`src/rtl/mem_stage_nlane.sv`:
```
// N-lane memory stage: waits per lane for the data-cache response, aligns load data,
// holds captured results across writeback stalls and drops responses of squashed loads.
package mem_stage_pkg;
  typedef struct packed {
    logic        lane_valid;
    logic [6:0]  load_type;
    logic [1:0]  offset;
    logic        res_from_mem;
    logic        mem_we;
    logic        gr_we;
    logic [4:0]  dest;
    logic [31:0] rt_value;
    logic [31:0] alu_result;
    logic [31:0] pc;
  } lane_req_t;
endpackage

module mem_lane import mem_stage_pkg::*; #(
  parameter int DROP_W = 2
) (
  input  logic        clk,
  input  logic        reset,
  input  logic        flush,
  input  logic        load,
  input  logic        leave,
  input  logic        ms_valid,
  input  lane_req_t   req_in,
  input  logic        data_ok,
  input  logic [31:0] rdata,
  output logic        lane_ready,
  output logic        lane_valid,
  output logic        gr_we,
  output logic [4:0]  dest,
  output logic [31:0] pc,
  output logic        fwd_from_mem,
  output logic [31:0] result
);
  localparam logic [DROP_W-1:0] DROP_MAX = '1;

  lane_req_t         req_q;
  logic              cap_ok;
  logic [31:0]       cap_data;
  logic [DROP_W-1:0] drop_cnt;
  logic              needs_mem, accepted, abandon, stale;
  logic [7:0]        byte_sel;
  logic [15:0]       half_sel;
  logic [31:0]       lwl_res, lwr_res, aligned;

  always_ff @(posedge clk) begin
    if (load) req_q <= req_in;
  end

  assign needs_mem  = ms_valid & req_q.lane_valid & (req_q.res_from_mem | req_q.mem_we);
  assign accepted   = needs_mem & ~cap_ok & data_ok & (drop_cnt == '0);
  assign lane_ready = ~needs_mem | cap_ok | accepted;
  // A flushed lane still owes the cache one response unless it already got it.
  assign abandon    = flush & needs_mem & ~cap_ok & ~accepted;
  assign stale      = data_ok & (drop_cnt != '0);

  always_ff @(posedge clk) begin
    if (reset || flush || load) begin
      cap_ok <= 1'b0;
    end else if (accepted && !leave) begin
      cap_ok   <= 1'b1;
      cap_data <= aligned;
    end
  end

  always_ff @(posedge clk) begin
    if (reset) begin
      drop_cnt <= '0;
    end else if (abandon && !stale) begin
      if (drop_cnt != DROP_MAX) drop_cnt <= drop_cnt + 1'b1;
    end else if (stale && !abandon) begin
      drop_cnt <= drop_cnt - 1'b1;
    end
  end

  always_comb begin
    byte_sel = rdata[{req_q.offset, 3'b000} +: 8];
    half_sel = req_q.offset[1] ? rdata[31:16] : rdata[15:0];
    unique case (req_q.offset)
      2'd0:    lwl_res = {rdata[7:0],  req_q.rt_value[23:0]};
      2'd1:    lwl_res = {rdata[15:0], req_q.rt_value[15:0]};
      2'd2:    lwl_res = {rdata[23:0], req_q.rt_value[7:0]};
      default: lwl_res = rdata;
    endcase
    unique case (req_q.offset)
      2'd0:    lwr_res = rdata;
      2'd1:    lwr_res = {req_q.rt_value[31:24], rdata[31:8]};
      2'd2:    lwr_res = {req_q.rt_value[31:16], rdata[31:16]};
      default: lwr_res = {req_q.rt_value[31:8],  rdata[31:24]};
    endcase
    aligned = rdata;
    if      (req_q.load_type[6]) aligned = {{24{byte_sel[7]}}, byte_sel};
    else if (req_q.load_type[5]) aligned = {24'd0, byte_sel};
    else if (req_q.load_type[4]) aligned = {{16{half_sel[15]}}, half_sel};
    else if (req_q.load_type[3]) aligned = {16'd0, half_sel};
    else if (req_q.load_type[2]) aligned = rdata;
    else if (req_q.load_type[1]) aligned = lwl_res;
    else if (req_q.load_type[0]) aligned = lwr_res;
  end

  assign result       = ~req_q.res_from_mem ? req_q.alu_result : cap_ok ? cap_data : aligned;
  assign lane_valid   = req_q.lane_valid;
  assign gr_we        = req_q.lane_valid & req_q.gr_we;
  assign dest         = req_q.dest;
  assign pc           = req_q.pc;
  assign fwd_from_mem = req_q.lane_valid & req_q.res_from_mem;
endmodule

module mem_stage_nlane import mem_stage_pkg::*; #(
  parameter int LANES  = 2,
  parameter int DROP_W = 2
) (
  input  logic                   clk,
  input  logic                   reset,
  input  logic                   ms_flush,
  input  logic                   pms_to_ms_valid,
  output logic                   ms_allowin,
  input  logic [LANES-1:0]       pms_lane_valid,
  input  logic [LANES-1:0][6:0]  pms_load_type,
  input  logic [LANES-1:0][1:0]  pms_offset,
  input  logic [LANES-1:0]       pms_res_from_mem,
  input  logic [LANES-1:0]       pms_mem_we,
  input  logic [LANES-1:0]       pms_gr_we,
  input  logic [LANES-1:0][4:0]  pms_dest,
  input  logic [LANES-1:0][31:0] pms_rt_value,
  input  logic [LANES-1:0][31:0] pms_alu_result,
  input  logic [LANES-1:0][31:0] pms_pc,
  input  logic [LANES-1:0]       data_cache_data_ok,
  input  logic [LANES-1:0][31:0] data_cache_rdata,
  input  logic                   ws_allowin,
  output logic                   ms_to_ws_valid,
  output logic [LANES-1:0]       ms_lane_valid,
  output logic [LANES-1:0]       ms_gr_we,
  output logic [LANES-1:0][4:0]  ms_dest,
  output logic [LANES-1:0][31:0] ms_result,
  output logic [LANES-1:0][31:0] ms_pc,
  output logic                   ms_fwd_valid,
  output logic [LANES-1:0]       ms_fwd_ready,
  output logic [LANES-1:0]       ms_fwd_from_mem
);
  logic                  ms_valid, ms_ready_go, load, leave;
  logic [LANES-1:0]      lane_ready;
  lane_req_t [LANES-1:0] req_in;

  assign ms_ready_go    = &lane_ready;
  assign ms_allowin     = ~ms_valid | (ms_ready_go & ws_allowin);
  assign ms_to_ws_valid = ms_valid & ms_ready_go & ~ms_flush;
  assign leave          = ms_to_ws_valid & ws_allowin;
  assign load           = pms_to_ms_valid & ms_allowin & ~ms_flush;
  assign ms_fwd_valid   = ms_valid;
  assign ms_fwd_ready   = lane_ready;

  always_ff @(posedge clk) begin
    if (reset || ms_flush) ms_valid <= 1'b0;
    else if (ms_allowin)   ms_valid <= pms_to_ms_valid;
  end

  for (genvar i = 0; i < LANES; i++) begin : g_lane
    assign req_in[i] = '{lane_valid:   pms_lane_valid[i],
                         load_type:    pms_load_type[i],
                         offset:       pms_offset[i],
                         res_from_mem: pms_res_from_mem[i],
                         mem_we:       pms_mem_we[i],
                         gr_we:        pms_gr_we[i],
                         dest:         pms_dest[i],
                         rt_value:     pms_rt_value[i],
                         alu_result:   pms_alu_result[i],
                         pc:           pms_pc[i]};

    mem_lane #(.DROP_W(DROP_W)) u_lane (
      .clk          (clk),
      .reset        (reset),
      .flush        (ms_flush),
      .load         (load),
      .leave        (leave),
      .ms_valid     (ms_valid),
      .req_in       (req_in[i]),
      .data_ok      (data_cache_data_ok[i]),
      .rdata        (data_cache_rdata[i]),
      .lane_ready   (lane_ready[i]),
      .lane_valid   (ms_lane_valid[i]),
      .gr_we        (ms_gr_we[i]),
      .dest         (ms_dest[i]),
      .pc           (ms_pc[i]),
      .fwd_from_mem (ms_fwd_from_mem[i]),
      .result       (ms_result[i])
    );
  end
endmodule

```
`config.mk`:
```
export PLATFORM = sky130hd
export DESIGN_NAME = mem_stage_nlane
export DESIGN_NICKNAME = d
export VERILOG_FILES = /design/src/rtl/mem_stage_nlane.sv
export SDC_FILE = /design/constraint.sdc
export NUM_CORES = 1
export LEC_CHECK = 0
export CAP_MARGIN = 10
export CORE_ASPECT_RATIO = 0.5
export CORE_MARGIN = 3
export CORE_UTILIZATION = 52
export CTS_BUF_LIST = sky130_fd_sc_hd__clkbuf_16
export DETAILED_ROUTE_END_ITERATION = 6
export HOLD_SLACK_MARGIN = 0.02
export PLACE_DENSITY = 0.86
export SLEW_MARGIN = 20
export SYNTH_ARGS = -nofsm -noshare
export SYNTH_HDL_FRONTEND = slang
export SYNTH_SLANG_ARGS = --single-unit
```
`constraint.sdc`:
```
create_clock -name clk -period 50.1 [get_ports clk]
set_clock_uncertainty 0.05 [all_clocks]
set_input_delay 5.01 -clock clk [delete_from_list [all_inputs] [get_ports clk]]
set_output_delay 5.01 -clock clk [all_outputs]
set_load 0.005 [all_outputs]
```
==> flow_summary.json, run 1 <==
{
  "syn_avg_cell_area_sq_um": 11.61,
  "synth_cell_types": 73,
  "htreeDepth": 1,
  "cp-end-kind": "output pin",
  "yosys_warnings": 0,
  "drtIter0Drc": 1787,
  "pwr-share-seq_pct": 47.7,
  "required_ns": 45.04,
  "maxCapViolCount": 0,
  "swShare_pct": 24.28,
  "power.density_mw_per_mm2": 29.50,
  "antenna_found_initial": 6,
  "worst_pin_slew_ns": 1.174,
  "antenna_left": 0,
  "layout.nets": 1971,
  "detail_route.vias_per_cell": 6.370,
  "slew_headroom_pct": 21.47,
  "wl_per_cell_um": 26.90,
  "path_clk_slew_ns": 0.07,
  "cp.arrival_ns": 7.87,
  "crit_fanout": 18,
  "critPathLaunch": "data_cache_rdata[47]",
  "post-route-min-period_ns": 12.93,
  "grt_first_pass_wirelength_um": 81350,
  "synth-main-ff-cell": "edfxtp_1",
  "clk_path_buf_depth": 3,
  "ir_worst_vdd_uv": 27.31,
  "drive_gt1_share_pct": 6.974,
  "whs_ns": 0.4721,
  "min_period_over_period_pct": 25.81,
  "start_util_pct": 53.34,
  "status": "finished, final reports clean",
  "r2r-start": "g_lane[0].u_lane.req_q[103]",
  "vias": 13300,
  "die_h_um": 128.6,
  "setup_tns_ns": 0,
  "seq_area_frac_synth_pct": 57.03,
  "row_count": 44,
  "grt_pass1_vias": 12830,
  "ys_ff_latch": 299,
  "p_switching_w": 0.0001480,
  "p_int_w": 0.0004614,
  "drc": 0,
  "clkPwrFrac_pct": 37.0,
  "overflow": 0,
  "hold_path.startpoint": "g_lane[1].u_lane.drop_cnt[1]",
  "finalHoldViolations": 0,
  "cts.sink_count": 299,
  "syn_area_sq_mm": 0.01562,
  "crit_type": "in2out",
  "start_kind": "primary input",
  "globalplace.congestion": 1.016,
  "synth_nets": 1644,
  "maxSlewViolCount": 0,
  "root_buffer": "clkbuf_16",
  "dieArea_sq_mm": 0.03228,
  "die_w_um": 251.1,
  "cts_made_buffers": 28,
  "port_buffers": 447,
  "clk_latency_ns": 0.57,
  "synth_edf_count": 292,
  "setup_viol": 0,
  "hold_buffers": 0,
  "fill_cells": 2103,
  "grt_use_total_pct": 33.41,
  "wirelength_um": 56180,
  "fmax_mhz": 77.34,
  "synth_top_cells_by_area": "edfxtp_1 (56%), buf_4 (4.4%), mux2i_1 (4.1%)",
  "async_flop_share_pct": 0,
  "combinationalPowerShare_pct": 15.3,
  "synth_top_area_share_pct": 56.13,
  "cts_tree": "done",
  "area_delta_synth_final_pct": 32.24,
  "synthCells": 1345,
  "io_pins": 448,
  "synth_area_leader_cell": "edfxtp_1",
  "dr.pass1.iters": 6,
  "rsz0062_at_grt": "no",
  "ctsResizeCount": 0,
  "hold_class": "reg2reg",
  "core_sq_mm": 0.02929,
  "grt_max_degree": 86,
  "hpwl_um": 41490,
  "p_leak_nw": 7.211,
  "post_cts_buffers": 0
}
[through the flow]
stage,utilization [%],total power [W],worst slack (ns),cells,instance area (sq um)
after floorplan,-,0.0003387,26.84,1345,15620
after global placement,67.22,0.0003852,37.34,2033,19690
after detailed placement,67.22,0.0003870,37.22,2033,19690
after CTS,70.46,0.0006097,37.21,2083,20640
after global routing,70.53,0.0006261,37.03,2088,20660
final,70.53,0.0006094,37.17,2088,20660
[worst paths after layout]
path	end	slack, ns	depth (start not counted)
max	ms_result[54]	37.17	7
min	g_lane[1].u_lane.drop_cnt[1]	0.47	2
max reg2reg	g_lane[1].u_lane.req_q[76]	45.50	8
min reg2reg	g_lane[1].u_lane.drop_cnt[1]	0.47	2
[critical path, cell delays in order]
cell             delay, ns
clkdlybuf4s50_1       0.51
mux4_2                0.55
nand2_1               0.55
and2_1                0.43
nand2_1               0.12
o21a_1                0.22
clkdlybuf4s50_1       0.47
[state kept, by name, summed over array words and instances, names as in the netlist]
signal                    cells
g_lane.u_lane.req_q         152
g_lane.u_lane.cap_data       64
g_lane.u_lane.pc             64
g_lane.u_lane.dest           10
g_lane.u_lane.drop_cnt        4
g_lane.u_lane.cap_ok          2
g_lane.u_lane.lane_valid      2
ms_fwd_valid                  1
[routing by layer]
metal,global-route usage (%),wire [um],share of wire (%),up-vias
li1,-,-,-,5802
met1,42.47,20710,37,6429
met2,56.72,27820,50,904
met3,5.676,4756,8.5,163
met4,15.93,2870,5.1,2
met5,0,13,0.023,-
[power by group through the flow]
stage	registers, W	clock network [W]	logic [W]
finish	0.000291	0.000225	0.0000935
detailed placement	0.000296	0	0.0000913
floorplan	0.000298	0	0.0000411
global route	0.000291	0.000236	0.0000985
CTS	0.000290	0.000227	0.0000918
global placement	0.000295	0	0.0000898
[cell usage after synthesis, types with 23 or more instances]
| master | n |
|---|---|
| a21oi_1 | 110 |
| inv_1 | 38 |
| nor2_1 | 73 |
| nand2_1 | 100 |
| o221ai_1 | 28 |
| a211oi_1 | 28 |
| mux2i_1 | 64 |
| o22ai_1 | 63 |
| clkbuf_1 | 42 |
| buf_4 | 92 |
| o21ai_0 | 59 |
| buf_2 | 23 |
| edfxtp_1 | 292 |
[final cells by class]
cell class	count	area, sq um	share of cell area (%)
antenna	5	12.51	0.06057
clock buffer	28	700.7	3.392
clock inverter	22	249.0	1.205
inverter	42	157.7	0.7632
multi-input combinational	838	5542	26.83
sequential	299	8909	43.13
tap	391	489.2	2.368
timing repair buffer	463	4598	22.26
[placed cells by master, fill, tap and decap left out, types with 44 or more instances in the layout]
cell	n
a21oi_1	109
clkdlybuf4s50_1	447
edfxtp_1	292
inv_1	44
mux2i_1	64
nand2_1	100
nor2_1	71
o21ai_0	58
o22ai_1	63
[cells by family after synthesis]
group / count (synthesis) / synth area share [%]
AOI/OAI and AO/OA: 444 / 19.06
and+or+nand+nor: 297 / 9.051
buffers and inverters: 208 / 7.585
DFF: 299 / 57.03
muxes: 97 / 7.273
Note: power is estimated with default switching activity, not from simulation.
==> inputs of run 2 (changes only) <==
--- a/config.mk
+++ b/config.mk
@@ -8,11 +8,11 @@
 export CAP_MARGIN = 10
 export CORE_ASPECT_RATIO = 0.5
 export CORE_MARGIN = 3
-export CORE_UTILIZATION = 52
+export CORE_UTILIZATION = 44
 export CTS_BUF_LIST = sky130_fd_sc_hd__clkbuf_16
 export DETAILED_ROUTE_END_ITERATION = 6
 export HOLD_SLACK_MARGIN = 0.02
-export PLACE_DENSITY = 0.86
+export PLACE_DENSITY = 0.78
 export SLEW_MARGIN = 20
 export SYNTH_ARGS = -nofsm -noshare
 export SYNTH_HDL_FRONTEND = slang
==> constraint.sdc (replaced) <==
create_clock -name clk -period 10.6 [get_ports clk]
set_clock_uncertainty 0.05 [all_clocks]
set_input_delay 1.06 -clock clk [delete_from_list [all_inputs] [get_ports clk]]
set_output_delay 1.06 -clock clk [all_outputs]
set_load 0.005 [all_outputs]
==> flow_summary.json, run 2 (same netlist as run 1, synthesis figures left out) <==
{
  "cp.arrival_ns": 4.28,
  "cts_tree": "done",
  "post-route-min-period_ns": 5.393,
  "violations": "design-rule violations",
  "required_ns": 9.49,
  "io_pins": 448,
  "overflow": 0,
  "crit_type": "reg2out",
  "stdcell_count": 2168,
  "cts.sink_count": 299,
  "detail_route.vias_per_cell": 5.976,
  "hold_buffers": 0,
  "largest_reg_flops": 152,
  "die_h_um": 139.2,
  "path_clk_slew_ns": 0.07,
  "drtIter0Drc": 1771,
  "hpwl_um": 39570,
  "drive_gt1_share_pct": 7.037,
  "die_w_um": 272.5,
  "fin_ws_ns": 5.207,
  "core_sq_mm": 0.03471,
  "combinationalPowerShare_pct": 15.0,
  "port_buffers": 447,
  "start_util_pct": 45.00,
  "maxSlewViolCount": 0,
  "wirelength_um": 54180,
  "rsz0062_at_grt": "no",
  "layout.nets": 1969,
  "start_kind": "flop",
  "wl_per_cell_um": 24.99,
  "row_count": 48,
  "grt_first_pass_wirelength_um": 79590,
  "dieArea_sq_mm": 0.03794,
  "p_switching_w": 0.0006897,
  "vias": 12960,
  "setup_tns_ns": 0,
  "globalplace.congestion": 0.9930,
  "drc": 8,
  "antenna_left": 0,
  "root_buffer": "clkbuf_16",
  "worst_pin_slew_ns": 1.013,
  "area_delta_synth_final_pct": 33.04,
  "hold_class": "reg2reg",
  "cp-end-kind": "output pin",
  "fmax_mhz": 185.4,
  "final_common_cell": "clkdlybuf4s50_1",
  "post_cts_buffers": 0,
  "setup_viol": 0,
  "grt_max_degree": 140,
  "swShare_pct": 23.91,
  "dr.pass1.iters": 7,
  "regMostFlops": "g_lane.u_lane.req_q",
  "ctsResizeCount": 0,
  "clkPwrFrac_pct": 37.4,
  "min_period_over_period_pct": 50.88,
  "mostFrequentLayoutCells": "clkdlybuf4s50_1 (447), edfxtp_1 (292), a21oi_1 (109)",
  "antenna_found_initial": 2,
  "placed_cells": 2115,
  "ir_worst_vdd_uv": 102.6,
  "grt_pass1_vias": 12400,
  "p_leak_nw": 7.192,
  "pwr-share-seq_pct": 47.6,
  "status": "complete, but fails checks",
  "finalHoldViolations": 0,
  "crit_fanout": 65,
  "maxCapViolCount": 0,
  "place_ws_ns": 5.662,
  "grt_use_total_pct": 27.43,
  "clk_path_buf_depth": 3,
  "power.density_mw_per_mm2": 138.8,
  "p_int_w": 0.002195,
  "slew_headroom_pct": 32.30,
  "cts_made_buffers": 28,
  "htreeDepth": 1,
  "clk_latency_ns": 0.56
}
-- run 2: critical path, stage by stage (launching register included) --
cell and delay (ns):
edfxtp_1 0.57, buf_4 0.70, mux4_2 0.66, nand2_1 0.60, and2_1 0.42, nand2_1 0.08, o21a_1 0.19, clkdlybuf4s50_1 0.44
-- run 2: final timing paths --
kind / start / end / slack, ns / depth (start not counted)
setup / recovery: g_lane[1].u_lane.req_q[105] / ms_result[54] / 5.21 / 7
hold / removal: g_lane[1].u_lane.drop_cnt[1] / g_lane[1].u_lane.drop_cnt[1] / 0.47 / 2
setup reg to reg: g_lane[1].u_lane.req_q[103] / g_lane[0].u_lane.pc[2] / 7.08 / 7
hold reg to reg: g_lane[1].u_lane.drop_cnt[1] / g_lane[1].u_lane.drop_cnt[1] / 0.47 / 2
-- run 2: power groups by stage --
stage	Clock [W]	Combinational [W]	Sequential, W
finish	0.00108	0.000434	0.00137
global route	0.00115	0.000460	0.00137
CTS	0.00110	0.000430	0.00137
detailed placement	0	0.000427	0.00140
global placement	0	0.000421	0.00140
floorplan	0	0.000195	0.00139
-- run 2: routing by layer --
metal,routed length [um],track usage (%)
met1,20460,35.33
met2,27780,48.13
met3,4039,4.083
met4,1901,8.315
met5,0,0
-- run 2: layout make-up --
type	instances	area, sq um
sequential	299	8909
tap	475	594.3
inverter	42	157.7
fill	2824	13930
clock buffer	29	725.7
antenna	2	5.005
multi-input combinational	838	5554
clock inverter	22	245.2
timing repair buffer	461	4592
-- run 2: per-stage QoR --
step | util (%) | area, sq um | hold slack [ns] | power [W]
3_5_place_dp | 57.04 | 19800 | 0.4483 | 0.001823
4_1_cts | 59.84 | 20770 | 0.4631 | 0.002899
3_3_place_gp | 57.03 | 19800 | 0.4318 | 0.001817
2_1_floorplan | - | 15630 | 0.4117 | 0.001585
6_report | 59.87 | 20780 | 0.4671 | 0.002885
5_1_grt | 59.87 | 20780 | 0.4827 | 0.002982
==> inputs of run 3 (changes only) <==
--- a/config.mk
+++ b/config.mk
@@ -8,11 +8,11 @@
 export CAP_MARGIN = 10
 export CORE_ASPECT_RATIO = 0.5
 export CORE_MARGIN = 3
-export CORE_UTILIZATION = 44
+export CORE_UTILIZATION = 49
 export CTS_BUF_LIST = sky130_fd_sc_hd__clkbuf_16
 export DETAILED_ROUTE_END_ITERATION = 6
 export HOLD_SLACK_MARGIN = 0.02
-export PLACE_DENSITY = 0.78
+export PLACE_DENSITY = 0.82
 export SLEW_MARGIN = 20
 export SYNTH_ARGS = -nofsm -noshare
 export SYNTH_HDL_FRONTEND = slang
==> constraint.sdc (replaced) <==
create_clock -name clk -period 5 [get_ports clk]
set_clock_uncertainty 0.05 [all_clocks]
set_input_delay 0.5 -clock clk [delete_from_list [all_inputs] [get_ports clk]]
set_output_delay 0.5 -clock clk [all_outputs]
set_load 0.005 [all_outputs]
==> flow_summary.json, run 3 (same netlist as run 1, synthesis figures left out) <==
{
  "status": "complete, but fails checks",
  "violations": "design-rule violations",
  "fmax_mhz": 220.9,
  "drc": 1,
  "reg2reg_slack_ns": 1.46,
  "wl_per_cell_um": 27.19,
  "hold_class": "in2reg",
  "ctsResizeCount": 0,
  "grt_pass1_vias": 13030,
  "worst_pin_slew_ns": 1.118,
  "setup_viol": 0,
  "die_h_um": 132.3,
  "place_ws_ns": 1.059,
  "hold_buffers": 0,
  "fin_total_pwr_w": 0.005980,
  "rsz0062_at_grt": "no",
  "finalHoldViolations": 0,
  "min_period_over_period_pct": 90.56,
  "post-route-min-period_ns": 4.528,
  "maxSlewViolCount": 0,
  "grt_first_pass_wirelength_um": 84870,
  "port_buffers": 447,
  "mostFrequentLayoutCells": "clkdlybuf4s50_1 (447), edfxtp_1 (292), a21oi_1 (110)",
  "power.density_mw_per_mm2": 288.9,
  "p_leak_nw": 7.219,
  "cts_tree": "done",
  "maxCapViolCount": 0,
  "start_util_pct": 50.63,
  "start_kind": "flop",
  "io_pins": 448,
  "fin_area_sq_mm": 0.02069,
  "dr.pass1.iters": 7,
  "cts.sink_count": 299,
  "drive_gt1_share_pct": 7.303,
  "antenna_found_initial": 1,
  "setup_tns_ns": 0,
  "cts_made_buffers": 28,
  "crit_type": "reg2out",
  "wirelength_um": 57700,
  "grt_max_degree": 160,
  "fill_cells": 2323,
  "row_count": 45,
  "drtIter0Drc": 1467,
  "layout.nets": 1976,
  "root_buffer": "clkbuf_16",
  "clk_path_buf_depth": 3,
  "die_w_um": 258.5,
  "required_ns": 4.45,
  "regMostFlops": "g_lane.u_lane.req_q",
  "antenna_left": 0,
  "clk_latency_ns": 0.57,
  "detail_route.vias_per_cell": 6.282,
  "hpwl_um": 43620,
  "grt_use_total_pct": 32.83,
  "final_util_pct": 67.07,
  "slew_headroom_pct": 25.45,
  "path_clk_slew_ns": 0.08,
  "cp.arrival_ns": 3.98,
  "htreeDepth": 1,
  "dieArea_sq_mm": 0.03419,
  "core_sq_mm": 0.03085,
  "placed_area_sq_mm": 0.01981,
  "cp-end-kind": "output pin",
  "area_delta_synth_final_pct": 32.48,
  "largest_reg_flops": 152,
  "post_cts_buffers": 0,
  "vias": 13330,
  "ir_worst_vdd_uv": 289.3,
  "fin_ws_ns": 0.4722,
  "overflow": 0,
  "crit_fanout": 16,
  "globalplace.congestion": 1.022,
  "final_common_cell": "clkdlybuf4s50_1"
}
## run 3: changes by cell type in the layout (fill, tap and decap cells not counted), sizes merged
cell,change
clkinv,+4
bufinv,-3
inv,+2
diode,-1
buf,+7
clkinvlp,-3
## run 3: stage by stage
stage          cells  hold WS [ns]
2_1_floorplan   1345        0.4117
3_3_place_gp    2070        0.4268
3_5_place_dp    2070        0.4665
4_1_cts         2121        0.4038
5_1_grt         2122        0.4087
6_report        2122        0.4208
## run 3: critical path: stages (launching register included)
cell,delay (ns)
edfxtp_1,0.75
o21ai_1,0.38
and2_1,0.43
nor2_1,0.62
o2111ai_1,0.32
a21oi_1,0.35
clkdlybuf4s50_1,0.57
## run 3: final timing paths
check,start,endpoint,cells past startpoint
max,g_lane[0].u_lane.req_q[106],ms_result[25],6
min,pms_rt_value[41],g_lane[1].u_lane.req_q[73],1
max reg2reg,g_lane[0].u_lane.req_q[103],g_lane[1].u_lane.cap_data[21],7
min reg2reg,g_lane[1].u_lane.drop_cnt[1],g_lane[1].u_lane.drop_cnt[1],2
## run 3: layout make-up
type,instances,area (sq um),area share [%]
diodes,1,2.502,0.01209
clock inverters,22,158.9,0.7678
inverters,42,157.7,0.7618
multi-input cells,838,5555,26.84
flip-flops and latches,299,8909,43.05
repair buffers,468,4657,22.50
well taps,423,529.3,2.557
clock buffers,29,725.7,3.507
## run 3: power breakdown
| group | total, W | internal, W | switching, W |
|---|---|---|---|
| combinational | 0.000941 | 0.000487 | 0.000454 |
| clock | 0.00212 | 0.00115 | 0.000966 |
| sequential | 0.00292 | 0.00286 | 0.0000608 |
## run 3: per-layer routing
metal	track usage [%]	vias to the layer above	routed length (um)
met4	13.06	0	2598
met1	42.27	6582	21960
met3	5.987	151	4571
met2	55.32	791	28570
met5	0	-	0
li1	-	5807	-
